[src/rtl/cpu_pkg.sv]
// rtl/cpu_pkg.sv - shared fetch-path widths, reset vector and fetch FSM state type
package cpu_pkg;

    localparam int ADDR_W  = 20;
    localparam int INSTR_W = 20;
    localparam logic [ADDR_W-1:0] RESET_VEC = 20'h00000;

    typedef enum logic {
        REQ  = 1'b0,
        WAIT = 1'b1
    } fetch_state_t;

    // Word-addressed sequential step; wraps modulo 2^ADDR_W with no flag.
    function automatic logic [ADDR_W-1:0] nextPc(input logic [ADDR_W-1:0] pc);
        return pc + ADDR_W'(1);
    endfunction

endpackage

[src/rtl/pc_fetch_unit_if.sv]
// rtl/pc_fetch_unit_if.sv - imem request/response, branch redirect and decode handoff bundle
interface pc_fetch_unit_if;
    import cpu_pkg::*;

    logic               imem_req_valid;
    logic               imem_req_ready;
    logic [ADDR_W-1:0]  imem_req_addr;
    logic               imem_rsp_valid;
    logic [INSTR_W-1:0] imem_rsp_data;
    logic               br_valid;
    logic [ADDR_W-1:0]  br_target;
    logic               dec_valid;
    logic               dec_ready;
    logic [INSTR_W-1:0] dec_instr;
    logic [ADDR_W-1:0]  dec_pc;

    modport master (
        output imem_req_valid, imem_req_addr, dec_valid, dec_instr, dec_pc,
        input  imem_req_ready, imem_rsp_valid, imem_rsp_data, br_valid, br_target, dec_ready
    );

    modport slave (
        input  imem_req_valid, imem_req_addr, dec_valid, dec_instr, dec_pc,
        output imem_req_ready, imem_rsp_valid, imem_rsp_data, br_valid, br_target, dec_ready
    );

endinterface

[src/rtl/fetch_buffer.sv]
// rtl/fetch_buffer.sv - 1-entry valid/ready holding stage for {instr, pc} with flush
module fetch_buffer
    import cpu_pkg::*;
(
    input  logic               clk,
    input  logic               rst_n,
    input  logic               flush,
    input  logic               inValid,
    input  logic [INSTR_W-1:0] inInstr,
    input  logic [ADDR_W-1:0]  inPc,
    input  logic               outReady,
    output logic               outValid,
    output logic [INSTR_W-1:0] outInstr,
    output logic [ADDR_W-1:0]  outPc
);

    // The producer only loads when empty or draining, so a load always wins over a drain.
    always_ff @(posedge clk) begin
        if (!rst_n) begin
            outValid <= 1'b0;
            outInstr <= '0;
            outPc    <= '0;
        end else if (flush) begin
            outValid <= 1'b0;
        end else if (inValid) begin
            outValid <= 1'b1;
            outInstr <= inInstr;
            outPc    <= inPc;
        end else if (outReady) begin
            outValid <= 1'b0;
        end
    end

endmodule

[src/rtl/pc_fetch_unit.sv]
// rtl/pc_fetch_unit.sv - program counter owner, single-outstanding imem fetch FSM and redirect handling
module pc_fetch_unit
    import cpu_pkg::*;
(
    input logic              clk,
    input logic              rst_n,
    pc_fetch_unit_if.master  bus
);

    fetch_state_t      state, stateNext;
    logic [ADDR_W-1:0] pc, pcNext;
    logic              drop, dropNext;
    logic              reqValid;
    logic              reqFire;
    logic              rspTake;
    logic              bufLoad;

    assign bus.imem_req_valid = reqValid;
    assign bus.imem_req_addr  = pc;
    assign reqFire            = reqValid & bus.imem_req_ready;

    always_ff @(posedge clk) begin
        if (!rst_n) begin
            state <= REQ;
            pc    <= RESET_VEC;
            drop  <= 1'b0;
        end else begin
            state <= stateNext;
            pc    <= pcNext;
            drop  <= dropNext;
        end
    end

    // A redirect overrides everything; drop marks an in-flight response that belongs to the old path.
    always_comb begin
        stateNext = state;
        pcNext    = pc;
        dropNext  = drop;
        if (bus.br_valid) begin
            pcNext = bus.br_target;
            if (state == WAIT) begin
                if (bus.imem_rsp_valid) begin
                    stateNext = REQ;
                    dropNext  = 1'b0;
                end else begin
                    dropNext  = 1'b1;
                end
            end else if (reqFire) begin
                stateNext = WAIT;
                dropNext  = 1'b1;
            end
        end else begin
            case (state)
                REQ: begin
                    if (reqFire) stateNext = WAIT;
                end
                WAIT: begin
                    if (bus.imem_rsp_valid) begin
                        stateNext = REQ;
                        if (drop) dropNext = 1'b0;
                        else      pcNext   = nextPc(pc);
                    end
                end
                default: stateNext = REQ;
            endcase
        end
    end

    always_comb begin
        reqValid = 1'b0;
        rspTake  = 1'b0;
        bufLoad  = 1'b0;
        case (state)
            REQ:  reqValid = rst_n & (~bus.dec_valid | bus.dec_ready);
            WAIT: begin
                rspTake = bus.imem_rsp_valid;
                bufLoad = rspTake & ~drop & ~bus.br_valid;
            end
            default: ;
        endcase
    end

    fetch_buffer u_buf (
        .clk      (clk),
        .rst_n    (rst_n),
        .flush    (bus.br_valid),
        .inValid  (bufLoad),
        .inInstr  (bus.imem_rsp_data),
        .inPc     (pc),
        .outReady (bus.dec_ready),
        .outValid (bus.dec_valid),
        .outInstr (bus.dec_instr),
        .outPc    (bus.dec_pc)
    );

endmodule

[src/flat_wrapper.sv]
// flat-port wrapper written by rule: the top's interface ports become plain ports
module pc_fetch_unit_flat import cpu_pkg::*;
  (clk, rst_n, bus_imem_req_valid, bus_imem_req_addr, bus_dec_valid, bus_dec_instr, bus_dec_pc, bus_imem_req_ready, bus_imem_rsp_valid, bus_imem_rsp_data, bus_br_valid, bus_br_target, bus_dec_ready);
  pc_fetch_unit_if bus_i ();
  input logic clk;
  input logic rst_n;
  output wire logic [$bits(bus_i.imem_req_valid)-1:0] bus_imem_req_valid;
  output wire logic [$bits(bus_i.imem_req_addr)-1:0] bus_imem_req_addr;
  output wire logic [$bits(bus_i.dec_valid)-1:0] bus_dec_valid;
  output wire logic [$bits(bus_i.dec_instr)-1:0] bus_dec_instr;
  output wire logic [$bits(bus_i.dec_pc)-1:0] bus_dec_pc;
  input wire logic [$bits(bus_i.imem_req_ready)-1:0] bus_imem_req_ready;
  input wire logic [$bits(bus_i.imem_rsp_valid)-1:0] bus_imem_rsp_valid;
  input wire logic [$bits(bus_i.imem_rsp_data)-1:0] bus_imem_rsp_data;
  input wire logic [$bits(bus_i.br_valid)-1:0] bus_br_valid;
  input wire logic [$bits(bus_i.br_target)-1:0] bus_br_target;
  input wire logic [$bits(bus_i.dec_ready)-1:0] bus_dec_ready;
  assign bus_imem_req_valid = bus_i.imem_req_valid;
  assign bus_imem_req_addr = bus_i.imem_req_addr;
  assign bus_dec_valid = bus_i.dec_valid;
  assign bus_dec_instr = bus_i.dec_instr;
  assign bus_dec_pc = bus_i.dec_pc;
  assign bus_i.imem_req_ready = bus_imem_req_ready;
  assign bus_i.imem_rsp_valid = bus_imem_rsp_valid;
  assign bus_i.imem_rsp_data = bus_imem_rsp_data;
  assign bus_i.br_valid = bus_br_valid;
  assign bus_i.br_target = bus_br_target;
  assign bus_i.dec_ready = bus_dec_ready;
  pc_fetch_unit u_core (.clk(clk), .rst_n(rst_n), .bus(bus_i));
endmodule
[config.mk]
export PLATFORM = sky130hd
export DESIGN_NAME = pc_fetch_unit_flat
export DESIGN_NICKNAME = d
export VERILOG_FILES = /design/src/rtl/cpu_pkg.sv /design/src/rtl/pc_fetch_unit_if.sv /design/src/rtl/fetch_buffer.sv /design/src/rtl/pc_fetch_unit.sv /design/src/flat_wrapper.sv
export SDC_FILE = /design/constraint.sdc
export NUM_CORES = 1
export LEC_CHECK = 0
export CAP_MARGIN = 40
export CORE_MARGIN = 8
export CORE_UTILIZATION = 45
export CTS_BUF_LIST = sky130_fd_sc_hd__clkbuf_8
export CTS_CLUSTER_SIZE = 25
export DETAILED_ROUTE_END_ITERATION = 10
export HOLD_SLACK_MARGIN = 0.08
export MAX_ROUTING_LAYER = met4
export PLACE_DENSITY = 0.82
export SYNTH_ARGS = -nofsm -noshare
export SYNTH_HDL_FRONTEND = slang
export SYNTH_SLANG_ARGS = --single-unit
[constraint.sdc]
create_clock -name clk -period 4.85 [get_ports clk]
set_input_delay 0.97 -clock clk [delete_from_list [all_inputs] [get_ports clk]]
set_output_delay 0.97 -clock clk [all_outputs]
set_load 0.05 [all_outputs]
# ---- Word-level counts from Yosys, hierarchy flattened
# Index checks and enable logic that the tools add are counted.
dict set report word_totals {
  ff_bits 63
  wordCells 44
  out_inout_bits 62
  input_bits 46
}
dict set report classes {
  n_addsub 1
  mux 18
  eq_ne 1
  bitwise_logic 10
  reduce_logical 8
}
# op count
set ops {}
lappend ops {{two-way mux 20 bit} 4}
lappend ops {{adder 20 x 1 -> 20 bit (second input constant)} 1}
lappend ops {{two-way mux 1 bit} 13}
lappend ops {{nonzero test 2 bit} 4}
lappend ops {{AND reduction 3 bit} 2}
lappend ops {{NOT 1 bit} 5}
lappend ops {{AND 1 bit} 4}
lappend ops {{inequality test 2 bit (second input constant)} 1}
lappend ops {{one-hot mux 1 bit (2 select lines)} 1}
lappend ops {{AND reduction 2 bit} 1}
lappend ops {{OR reduction 2 bit} 1}
lappend ops {{OR 1 bit} 1}

# ---- Longest topological paths before layout
# Gate-level depths: netlist of run 1.
dict set report logic_depth {
  word_depth 8
  mapped_depth 6
  mapped_depth_nobuf 5
}

# ---- Modules after synthesis
# From an unflattened synthesis of run 1, not the netlist that was laid out.
dict set report unflattened {
  cells_unflattened 326
  hier_area_um2 2939.1
}
# mod seq_area_each_um2 area_each_um2 cells_per_inst instances
set modules_own_cells {}
lappend modules_own_cells {fetch_buffer 820.8 1691.6 179 1}
lappend modules_own_cells {pc_fetch_unit 440.4 1247.4 147 1}

# ---- Worst setup path before layout of run 1
# OpenSTA, ideal clock, no wires.
dict set report synth_path {
  kind {input to output}
  from {in rst_n}
  to {out bus_imem_req_valid}
  slack_ps 2194
  arrival_ps 1686
  stages 2
  t_required_ps 3880
  path_buffers 1
  path_cell_list {clkbuf_1 -> and3b_1}
}
dict set report synth_via {
  elab_chain_cells 2
}
# item line
set synth_lines {}
lappend synth_lines {{start, declared} flat_wrapper.sv:6} ;# input logic rst_n;
lappend synth_lines {{AND 1 bit} pc_fetch_unit.sv:74} ;# REQ: reqValid = rst_n & (~bus.dec_valid | bus.dec_ready);
lappend synth_lines {{two-way mux 1 bit} pc_fetch_unit.sv:73} ;# case (state)
lappend synth_lines {{end, declared} flat_wrapper.sv:7} ;# output wire logic [$bits(bus_i.imem_req_valid)-1:0] bus_imem_req_valid;
# Every way passes these cells.

# ---- Final worst setup path of run 1
dict set report layout_path {
  from {in bus_dec_ready}
  to {out bus_imem_req_valid}
}
dict set report layout_via {
  elab_chain_cells 3
}
# item line
set layout_lines {}
lappend layout_lines {{start, declared} flat_wrapper.sv:17} ;# input wire logic [$bits(bus_i.dec_ready)-1:0] bus_dec_ready;
lappend layout_lines {{OR 1 bit} pc_fetch_unit.sv:74}
lappend layout_lines {{AND 1 bit} pc_fetch_unit.sv:74}
lappend layout_lines {{two-way mux 1 bit} pc_fetch_unit.sv:73}
# Every way passes these cells.

==> impl_metrics.json, run 1 <==
{
  "seq_area_frac_synth_pct": 44.21,
  "maxSlewViolCount": 0,
  "tritoncts": "done",
  "clock_path_buffers": 2,
  "cts_setup_buffers": 0,
  "syn_area_um2": 2853,
  "drt_iter0_markers": 160,
  "cts_root_buffer": "clkbuf_8",
  "finalCritPeriodShare_pct": 72.69,
  "status": "finished clean",
  "fin_tns_setup_ns": 0,
  "p_leak_nw": 1.485,
  "grt_antenna_before_repair": 0,
  "first_pass_iters": 4,
  "syn_nets": 384,
  "dieArea_um2": 9143,
  "reg2reg_slack_ns": 2.85,
  "postSynthRegisterBits": 63,
  "cts_num_sinks": 63,
  "drc": 0,
  "worst_slew_pin_slew_ns": 0.7416,
  "place.detailed.hpwl_um": 5836,
  "timing.hold.ws_ns": 0.4650,
  "ant_nets": 0,
  "ios": 108,
  "via_per_inst": 5.243,
  "grt_pass1_vias": 2652,
  "ys_async_sr_fraction_pct": 0,
  "ys_warn_count": 0,
  "crit_required_ns": 3.88,
  "hold_buffers": 0,
  "drt_wl_total_um": 8119,
  "core_area_um2": 6241,
  "relSlewSlack_pct": 50.56,
  "irDropWorstVdd_v": 0.0001953,
  "area_growth_pct": 47.06,
  "initial_utilization_pct": 45.71,
  "fmax_mhz": 283.7,
  "dp_slack_ns": 1.327,
  "cp-end-kind": "primary output",
  "synth_ff_type": "dfxtp_1",
  "clk_latency_ns": 0.34,
  "post-route-util_pct": 67.22,
  "grt_start_max_net_pins": 72,
  "path_class": "in -> out",
  "hold_viol": 0,
  "timing.final.crit_period_ns": 3.525,
  "finalSetupViolations": 0,
  "rsz0062_at_grt": "false",
  "clock_skew_ns": 0.009963,
  "synthCells": 337,
  "num_vias": 2721,
  "h-tree-depth": 3,
  "fp.dieH_um": 95.62,
  "place_area_um2": 3986,
  "routedWlPerCell_um": 15.64,
  "post_cts_resized": 0,
  "row_count": 29,
  "syn_area_per_cell_um2": 8.465,
  "clkTransAtPathRegs_ns": 0.07,
  "setup_ws_ns": 1.325,
  "crit_fanout": 3,
  "fin_nets": 484,
  "die_x_um": 95.62,
  "overflow": 0,
  "layout-drive-gt1-share_pct": 7.466,
  "antenna_cells": 0,
  "min_path_type": "reg -> reg",
  "grtUsageTotal_pct": 18.83,
  "design_area_um2": 4195,
  "numCtsBuffers": 9,
  "startpoint_type": "input port",
  "grt_pass1_wl_um": 13220,
  "port_buffers": 107,
  "synth_edf_count": 0,
  "place_congestion": 0.7701,
  "drv_cap": 0,
  "worstPathArrival_ns": 2.56,
  "ys_types": 43,
  "powerDensity_nw_per_um2": 292.6
}
## worst paths after layout
check	from	endpoint	cells after the start
hold / removal	u_core.u_buf.outPc[2]	u_core.u_buf.outPc[2]	2
setup reg to reg	u_core.state	u_core.u_buf.outInstr[10]	5
setup / recovery	bus_dec_ready	bus_imem_req_valid	4
hold reg to reg	u_core.u_buf.outPc[2]	u_core.u_buf.outPc[2]	2
## metrics by stage
stage	std cells	total power [mW]
after floorplan	337	0.6753
after global placement	502	0.7568
after detailed placement	503	0.7618
after CTS	519	1.235
after global routing	519	1.278
final	519	1.228
## metal layers
layer  global-route usage [%]  vias to the layer above  routed length (µm)
li1                         -                     1366                   -
met5                        -                        -                   0
met1                    22.88                     1271                3559
met3                    3.386                       13                 373
met4                    8.323                        0                 172
met2                    29.77                       71                4014
## state kept, by name, summed over array words and instances (netlist names)
| name | count |
|---|---|
| u_core.u_buf.outPc | 20 |
| u_core.bus.imem_req_addr | 20 |
| u_core.u_buf.outValid | 1 |
| u_core.u_buf.outInstr | 20 |
| u_core.drop | 1 |
| u_core.state | 1 |
## power breakdown
part	internal (mW)	switching, mW	total [mW]
clock network	0.276	0.201	0.477
logic	0.0850	0.104	0.189
registers	0.534	0.0269	0.561
total	0.895	0.332	1.23
## cells in the final DEF, fill, tap and decap left out, types with 3 or more instances in the layout
cell / instances
clkdlybuf4s50_1: 106
nand2_1: 87
dfxtp_1: 63
a21boi_0: 41
o21ai_0: 14
clkbuf_8: 12
a21oi_1: 11
nor2_1: 10
nand3_1: 9
nand4_1: 8
nand2b_1: 7
inv_1: 6
xnor2_1: 5
and4_1: 4
and3_1: 4
xor2_1: 4
buf_4: 4
o311a_1: 3
nor3b_1: 3
a31oi_1: 3
## worst max-delay path: stages
cell	delay (ns)
clkdlybuf4s50_1	0.45
nand2b_1	0.14
and3b_1	0.19
clkdlybuf4s50_1	0.81
## Yosys cell counts, types with 5 or more instances
cell	n	area (µm²)
a21boi_0	41	307.8
xnor2_1	5	43.79
nand2b_1	7	43.79
nand3_1	9	45.04
inv_1	5	18.77
buf_2	6	30.03
nand4_1	8	50.05
clkbuf_1	17	63.81
nor2_1	11	41.29
dfxtp_1	63	1261
o21ai_0	14	70.07
a21oi_1	11	55.05
nand2_1	87	326.6
## final cells by class
type / count / area (µm²)
clock buffer: 12 / 165.2
clock inverter: 4 / 43.79
fill: 514 / 2046
inverter: 5 / 18.77
multi-input combinational: 246 / 1486
sequential: 63 / 1261
tap: 77 / 96.34
timing repair buffer: 112 / 1124
## kinds of logic after synthesis
logic type	synth area share (%)
flip-flops	44.21
multiplexers	0.7018
AND/OR/NAND/NOR	28.60
AO/OA/AOI/OAI	19.34
adder cells (fa/ha/maj)	0.4385
XOR/XNOR	2.763
buffers and inverters	3.947
No activity file was read; power rests on OpenSTA's default activity.
==> run 2, diff against run 1 <==
- CORE_UTILIZATION: 45 -> 41
- PLACE_DENSITY: 0.82 -> 0.78
- clock period: 4.85 -> 3.22 ns (I/O delays scaled with it)
==> impl_metrics.json, run 2 (synthesis results as in run 1) <==
{
  "p_total_mw": 1.712,
  "worstPathArrival_ns": 1.80,
  "min_path_type": "reg -> reg",
  "crit_family": "buffers and inverters",
  "via_per_inst": 5.265,
  "post_cts_resized": 0,
  "area_growth_pct": 45.35,
  "powerDensity_nw_per_um2": 413.0,
  "grt_antenna_before_repair": 0,
  "dp_cells": 507,
  "finalCritPeriodShare_pct": 75.96,
  "cp_num_cells": 1,
  "routedWlPerCell_um": 15.25,
  "drt_wl_total_um": 7946,
  "core_area_um2": 6756,
  "num_vias": 2743,
  "grt_pass1_wl_um": 13290,
  "row_count": 30,
  "crit_fanout": 11,
  "worst_slew_pin_slew_ns": 0.6047,
  "post-route-util_pct": 61.37,
  "die_x_um": 99.42,
  "irDropWorstVdd_v": 0.0002373,
  "cp-end-kind": "primary output",
  "finalSetupViolations": 0,
  "clk_latency_ns": 0.34,
  "hold_buffers": 0,
  "fin_nets": 485,
  "drt_iter0_markers": 141,
  "slowest_stage": "clkdlybuf4s50_1",
  "overflow": 0,
  "layout_commonest_cell": "clkdlybuf4s50_1",
  "dieArea_um2": 9883,
  "p_leak_nw": 1.470,
  "grtUsageTotal_pct": 16.94,
  "layout-drive-gt1-share_pct": 7.256,
  "status": "finished clean",
  "timing.hold.ws_ns": 0.4616,
  "drv_cap": 0,
  "dp_slack_ns": 0.5650,
  "crit_required_ns": 2.58,
  "place.detailed.hpwl_um": 5779,
  "relSlewSlack_pct": 59.69,
  "fin_tns_setup_ns": 0,
  "rsz0062_at_grt": "false",
  "final_cells": 521,
  "h-tree-depth": 3,
  "fp.dieH_um": 99.42,
  "fillers": 572,
  "place_area_um2": 3983,
  "crit_chain": "clkdlybuf4s50_1",
  "cts_setup_buffers": 0,
  "reg2reg_slack_ns": 1.35,
  "grt_pass1_vias": 2676,
  "hold_viol": 0,
  "maxSlewViolCount": 0,
  "max_stage_delay_ns": 0.89,
  "critPathBufInv": 1,
  "reg2reg_depth": 5,
  "numCtsBuffers": 9,
  "path_class": "reg -> out",
  "cts_num_sinks": 63,
  "place_congestion": 0.7566,
  "clock_path_buffers": 2,
  "ant_nets": 0,
  "setup_ws_ns": 0.7740,
  "drc": 0,
  "antenna_cells": 0,
  "grt_start_max_net_pins": 72,
  "design_area_um2": 4146,
  "tritoncts": "done",
  "initial_utilization_pct": 42.22,
  "fmax_mhz": 408.8,
  "timing.final.crit_period_ns": 2.446,
  "startpoint_type": "flip-flop",
  "cts_root_buffer": "clkbuf_8",
  "worstHoldPathCells": 2,
  "port_buffers": 107,
  "first_pass_iters": 4,
  "ios": 108,
  "clock_skew_ns": 0.004563,
  "layout_common_cells": "105 x clkdlybuf4s50_1, 87 x nand2_1, 63 x dfxtp_1, 41 x a21boi_0, 14 x o21ai_0",
  "clkTransAtPathRegs_ns": 0.06
}
[run 2: final cells by class]
type                            instances  area [µm²]  share of cell area, %
Tap cell                               80       100.1                  2.414
Inverter                                5       18.77                 0.4526
Multi-Input combinational cell        246        1481                  35.73
Timing Repair Buffer                  113        1121                  27.04
Clock inverter                          3       12.51                 0.3017
Clock buffer                           11       151.4                  3.651
Sequential cell                        63        1261                  30.42
[run 2: worst paths after layout]
path / end / startpoint
setup / recovery: bus_imem_req_addr[6] / u_core.bus.imem_req_addr[6]
hold / removal: u_core.u_buf.outPc[19] / u_core.u_buf.outPc[19]
setup reg to reg: u_core.u_buf.outPc[9] / u_core.drop
hold reg to reg: u_core.u_buf.outPc[19] / u_core.u_buf.outPc[19]
[run 2: power by group]
group | switching [mW] | total, mW | internal [mW]
Sequential | 0.0407 | 0.846 | 0.805
Combinational | 0.156 | 0.285 | 0.129
Clock | 0.276 | 0.581 | 0.306
Total | 0.473 | 1.71 | 1.24
[run 2: routing by layer]
layer | GRT usage [%] | vias up | routed length, µm
li1 | - | 1370 | -
met1 | 19.23 | 1270 | 3390
met2 | 27.94 | 91 | 3870
met3 | 4.050 | 12 | 520
met4 | 7.218 | 0 | 165
met5 | - | - | 0
